**config.mk**
```make
export PLATFORM = sky130hd
export DESIGN_NAME = serial_link_obi_watchdog
export DESIGN_NICKNAME = d
export VERILOG_FILES = /design/src/rtl/serial_link_obi_watchdog.sv
export SDC_FILE = /design/constraint.sdc
export NUM_CORES = 1
export LEC_CHECK = 0
export CORE_MARGIN = 4
export CORE_UTILIZATION = 32
export DETAILED_ROUTE_END_ITERATION = 8
export GPL_ROUTABILITY_DRIVEN = 0
export PLACE_DENSITY = 0.89
export SETUP_SLACK_MARGIN = 0.02
export SYNTH_ARGS = -nofsm -noshare
export SYNTH_HDL_FRONTEND = slang
export SYNTH_SLANG_ARGS = --single-unit
```
**constraint.sdc**
```tcl
create_clock -name clk_i -period 4.61 [get_ports clk_i]
set_input_delay 1.1525 -clock clk_i [delete_from_list [all_inputs] [get_ports clk_i]]
set_output_delay 1.1525 -clock clk_i [all_outputs]
set_load 0.05 [all_outputs]
```
**src/rtl/serial_link_obi_watchdog.sv**
```systemverilog
// -----------------------------------------------------------------------------
// serial_link_obi_watchdog
//
// OBI-to-OBI stage in front of the serial link wrapper's OBI slave port. While
// the link answers, requests and responses pass through combinationally and the
// number of forwarded transactions awaiting rvalid is capped. If the link stays
// silent for TimeoutCycles cycles with work outstanding, every outstanding
// transaction is answered locally with an error (DRAIN). New requests are then
// failed fast (BLOCKED) until every abandoned response has come back late and
// been swallowed, so a late response is never paired with a newer request.
//
// Handshake semantics: a request transfers on a cycle where req and gnt are
// both high; a response is a single-cycle rvalid pulse with rdata/err valid in
// that same cycle; OBI responses return in request order.
//
// Ports
//   clk_i, rst_ni                      clock, asynchronous active-low reset
//   slv_req_i/slv_gnt_o                request handshake from the system bus
//   slv_addr_i/we_i/be_i/wdata_i       request payload
//   slv_rvalid_o/rdata_o/err_o         response to the system bus
//   mst_req_o/mst_gnt_i                request handshake toward the link
//   mst_addr_o/we_o/be_o/wdata_o       forwarded payload (pure wires)
//   mst_rvalid_i/mst_rdata_i           response from the link
//   clear_i                            software recovery, zeroes the stale count
//   timeout_o                          one-cycle pulse on the first DRAIN cycle
//   blocked_o                          high in DRAIN or BLOCKED
//   stale_o                            abandoned transactions still in flight
// -----------------------------------------------------------------------------
module serial_link_obi_watchdog #(
    parameter int unsigned MaxOutstanding = 4,
    parameter int unsigned TimeoutCycles  = 1024,
    parameter logic [31:0] ErrRdata       = 32'hBADCAB1E
) (
    input  logic                                  clk_i,
    input  logic                                  rst_ni,
    input  logic                                  slv_req_i,
    output logic                                  slv_gnt_o,
    input  logic [31:0]                           slv_addr_i,
    input  logic                                  slv_we_i,
    input  logic [3:0]                            slv_be_i,
    input  logic [31:0]                           slv_wdata_i,
    output logic                                  slv_rvalid_o,
    output logic [31:0]                           slv_rdata_o,
    output logic                                  slv_err_o,
    output logic                                  mst_req_o,
    input  logic                                  mst_gnt_i,
    output logic [31:0]                           mst_addr_o,
    output logic                                  mst_we_o,
    output logic [3:0]                            mst_be_o,
    output logic [31:0]                           mst_wdata_o,
    input  logic                                  mst_rvalid_i,
    input  logic [31:0]                           mst_rdata_i,
    input  logic                                  clear_i,
    output logic                                  timeout_o,
    output logic                                  blocked_o,
    output logic [$clog2(MaxOutstanding+1)-1:0]   stale_o
);

    localparam int unsigned CntW = $clog2(MaxOutstanding + 1);
    localparam int unsigned WdW  = $clog2(TimeoutCycles + 1);

    localparam logic [CntW-1:0] CntMax  = CntW'(MaxOutstanding);
    localparam logic [CntW-1:0] CntOne  = CntW'(1);
    localparam logic [WdW-1:0]  WdLast  = WdW'(TimeoutCycles - 1);
    localparam logic [WdW-1:0]  WdOne   = WdW'(1);

    typedef enum logic [1:0] {
        ST_ACTIVE  = 2'd0,
        ST_DRAIN   = 2'd1,
        ST_BLOCKED = 2'd2
    } state_e;

    state_e          state_q, state_d;
    logic [CntW-1:0] cnt_q, cnt_d;
    logic [CntW-1:0] stale_q, stale_d;
    logic [WdW-1:0]  wd_q, wd_d;
    logic            err_pend_q, err_pend_d;
    logic            timeout_q, timeout_d;

    logic            below_max;
    logic            timeout_hit;
    logic            handshake;
    logic [CntW-1:0] stale_next;

    // Payload is never registered or altered.
    assign mst_addr_o  = slv_addr_i;
    assign mst_we_o    = slv_we_i;
    assign mst_be_o    = slv_be_i;
    assign mst_wdata_o = slv_wdata_i;

    assign timeout_o = timeout_q;
    assign blocked_o = (state_q != ST_ACTIVE);
    assign stale_o   = stale_q;

    always_comb begin
        state_d      = state_q;
        cnt_d        = cnt_q;
        stale_d      = stale_q;
        wd_d         = '0;
        err_pend_d   = 1'b0;
        timeout_d    = 1'b0;

        mst_req_o    = 1'b0;
        slv_gnt_o    = 1'b0;
        slv_rvalid_o = 1'b0;
        slv_err_o    = 1'b0;
        slv_rdata_o  = mst_rdata_i;

        below_max    = (cnt_q < CntMax);
        timeout_hit  = 1'b0;
        handshake    = 1'b0;

        // Outside ACTIVE every late response retires one abandoned transaction;
        // a response with nothing abandoned is ignored. clear_i wins over that.
        stale_next = stale_q;
        if (mst_rvalid_i && (stale_q != '0)) begin
            stale_next = stale_q - CntOne;
        end
        if (clear_i) begin
            stale_next = '0;
        end

        unique case (state_q)
            ST_ACTIVE: begin
                timeout_hit  = (wd_q == WdLast) && (cnt_q != '0) && !mst_rvalid_i;
                // No new handshake on the timeout cycle: the transaction would
                // otherwise be forwarded but never accounted for in DRAIN.
                mst_req_o    = slv_req_i && below_max && !timeout_hit;
                slv_gnt_o    = mst_gnt_i && below_max && !timeout_hit;
                handshake    = mst_req_o && mst_gnt_i;
                slv_rvalid_o = mst_rvalid_i;

                if (handshake && !mst_rvalid_i) begin
                    cnt_d = cnt_q + CntOne;
                end else if (!handshake && mst_rvalid_i && (cnt_q != '0)) begin
                    cnt_d = cnt_q - CntOne;
                end

                if ((cnt_q == '0) || mst_rvalid_i) begin
                    wd_d = '0;
                end else begin
                    wd_d = wd_q + WdOne;
                end

                if (timeout_hit) begin
                    state_d   = ST_DRAIN;
                    stale_d   = clear_i ? '0 : cnt_q;
                    timeout_d = 1'b1;
                    wd_d      = '0;
                end
            end

            ST_DRAIN: begin
                // One local error response per abandoned transaction.
                slv_rvalid_o = 1'b1;
                slv_err_o    = 1'b1;
                slv_rdata_o  = ErrRdata;
                stale_d      = stale_next;
                if (cnt_q != '0) begin
                    cnt_d = cnt_q - CntOne;
                end
                if (cnt_q <= CntOne) begin
                    state_d = (stale_next != '0) ? ST_BLOCKED : ST_ACTIVE;
                end
            end

            ST_BLOCKED: begin
                // Requests are accepted locally and answered with an error on
                // the following cycle; nothing reaches the link.
                slv_gnt_o    = slv_req_i && (stale_q != '0);
                err_pend_d   = slv_gnt_o;
                slv_rvalid_o = err_pend_q;
                slv_err_o    = err_pend_q;
                slv_rdata_o  = ErrRdata;
                stale_d      = stale_next;
                if ((stale_next == '0) && !err_pend_d) begin
                    state_d = ST_ACTIVE;
                end
            end

            default: begin
                state_d = ST_ACTIVE;
            end
        endcase
    end

    always_ff @(posedge clk_i or negedge rst_ni) begin
        if (!rst_ni) begin
            state_q    <= ST_ACTIVE;
            cnt_q      <= '0;
            stale_q    <= '0;
            wd_q       <= '0;
            err_pend_q <= 1'b0;
            timeout_q  <= 1'b0;
        end else begin
            state_q    <= state_d;
            cnt_q      <= cnt_d;
            stale_q    <= stale_d;
            wd_q       <= wd_d;
            err_pend_q <= err_pend_d;
            timeout_q  <= timeout_d;
        end
    end

endmodule

```
==> metrics.txt <==
vias in the first global route 1665; Max Slew Vio Count 0; final global-route overflow total 0; Buf+Inv Stages, Crit Path 2; Worst Setup Slack, final 0.4900 ns; Core ar. around 6300 µm²; Synth Area per Inst 8.404 µm²; CP dominant cell by count clkdlybuf4s50_1; drt wl/cell 15.46 µm; worst rel slew slack 33.57%; routed wire length 5133 µm; initial antenna violation count 0; area of the die just under 8000 µm²; Syn Std Cell Area approximately 2100 µm²; Max-cap violations 0; Via density 4.807; first-pass GRT wire length 8066 µm; min Tclk post-route around 4.1 ns; DP HPWL ~4400 µm; Clock Path Buffers 2; Ports ~220; Static Leakage roughly 1.1 nW; # setup viols final 0; crit end category output port; status completed; Crit path required time 3.46 ns; f_max 242.7 MHz; Distinct cells, synth 44; CP max stage delay around 0.70 ns; Worst R2R Setup Slack between 2 and 2.5 ns; Worst-Margin Slew slightly below 1 ns; largest net degree at the start of global routing 39; FFs w/ async S/R, synth 100.0%; synth top area cells dfrtp_1, buf_4, ha_1; Synthesis Warnings 0; number of remaining DRC errors 0; Hold-fix buffers, CTS 0; final period utilization between 80% and 90%; crit path kind input port to output port; Worst-Skew Late Latency between 0.2 and 0.3 ns; peak supply drop between 0.15 and 0.2 mV; Worst setup SP type input port; CTS tree yes; CP max stage cell clkdlybuf4s50_1; CTS H-tree depth 1; number of synthesized flops with an enable pin 0; synthesis-stage register bit count 21; CTS Sinks 21; RSZ-0062 raised after global routing false; Final ANT Viol Nets 0; largest delay contributor family on the critical path buffers and inverters; clk root buf clkbuf_8; die height 88.54 µm; share of Yosys cell area claimed by the top area cell type 25.32%; nets between 300 and 400; Worst-path clk slew 0.07 ns; all-layer global routing usage 12.99%; crit-path cells clkdlybuf4s50_1 -> a21oi_2 -> nand2_1 -> a41o_1 -> clkdlybuf4s50_1; Multi-input gate area ~940 µm²; dpl ws 0.4912 ns; Port Buf Inserts 78; cell taking the most area after synthesis dfrtp_1; Critical Path AT 2.97 ns; PwrDens 255.3 nW/µm²; Pre-antenna DRT Iters 4; clock buffer count from CTS 3; worst hold path class register to register; FF+latch area 525.5 µm²; TNS Setup 0 ns; syn_nets 364; Die Wd ~89 µm; WHS 0.4977 ns; layout cells sized above 1 13.73%; synth-to-layout area growth 17.78%; synthesized instance count between 200 and 250; number of DRC markers in iteration 0 59; clock skew approximately 0.0085 ns; Rows 29; setup bufs post-CTS 0; Fillers ~700; # diodes 0; Post-synth top cells buf_4, dfrtp_1, or2_2; post-CTS sizing 0; Seq/Total Area, Yosys 25.32%; Main synth FF type dfrtp_1; Final Hold Viols 0; total power 624.2 µW; via count ~1600; crit path max fanout 5; count leader, synth buf_4; Starting Density 32.88%
==> sequential cells by signal, indices dropped and copies added, names as in the netlist <==
signal and flops:
wd_q 11, cnt_q 3, stale_o 3, state_q 2, err_pend_q 1, timeout_o 1
==> kinds of logic after synthesis <==
family | synth area share [%]
flip-flops | 25.32
adder cells (fa/ha/maj) | 6.028
multiplexers | 1.447
AND/OR/NAND/NOR | 24.47
XOR/XNOR | 3.376
buffers and inverters | 29.23
AO/OA/AOI/OAI | 10.13
==> worst paths after layout <==
| path | start | end | cells past startpoint |
|---|---|---|---|
| hold reg to reg | wd_q[9]$_DFF_PN0_ | wd_q[10]$_DFF_PN0_ | 1 |
| setup reg to reg | state_q[0]$_DFFE_PN0P_ | stale_o[0]$_DFFE_PN0P_ | 5 |
| hold / removal | wd_q[9]$_DFF_PN0_ | wd_q[10]$_DFF_PN0_ | 1 |
| setup / recovery | mst_rvalid_i | slv_gnt_o | 5 |
| max in group asynchronous | rst_ni | wd_q[8]$_DFF_PN0_ | 1 |
| min in group asynchronous | rst_ni | err_pend_q$_DFF_PN0_ | 1 |
==> cell usage in the layout, fill, tap and decap left out, types with 3 or more instances in the layout <==
cell             count
dfrtp_1             21
nor2b_1             14
nor2_1              14
a21oi_1             11
xnor2_1              3
clkdlybuf4s50_1     77
clkbuf_8             3
mux2i_1              3
nand3_1              7
ha_1                10
xor2_1               5
nand2_1             13
or2_2               19
inv_1               13
o21ai_0              7
==> where the power goes <==
part / internal (mW) / switching (mW)
combinational: 0.114 / 0.157
sequential: 0.205 / 0.0273
clock: 0.0616 / 0.0594
==> routing by layer <==
layer | up-vias | wire (µm) | track usage, % | part of all wire, %
met5 | - | 0 | 0 | 0
met4 | 0 | 108 | 4.808 | 2.1
met3 | 24 | 526 | 5.307 | 10
met2 | 82 | 2795 | 24.81 | 54
met1 | 737 | 1703 | 12.33 | 33
li1 | 753 | - | - | -
==> per-stage QoR <==
stage               util [%]  instances  instance area [µm²]
floorplan                  -        247                 2076
global placement       38.01        328                 2400
detailed placement     38.01        328                 2400
CTS                    38.72        332                 2445
finish                 38.72        332                 2445
global route           38.72        332                 2445
==> layout make-up <==
type                    instances  area share, %
multi-input cells             138          38.59
flip-flops and latches         21          21.49
repair buffers                 79          32.14
well taps                      77          3.941
clock buffers                   4          1.842
inverters                      13          1.996
No activity file was read; power rests on OpenSTA's default activity.
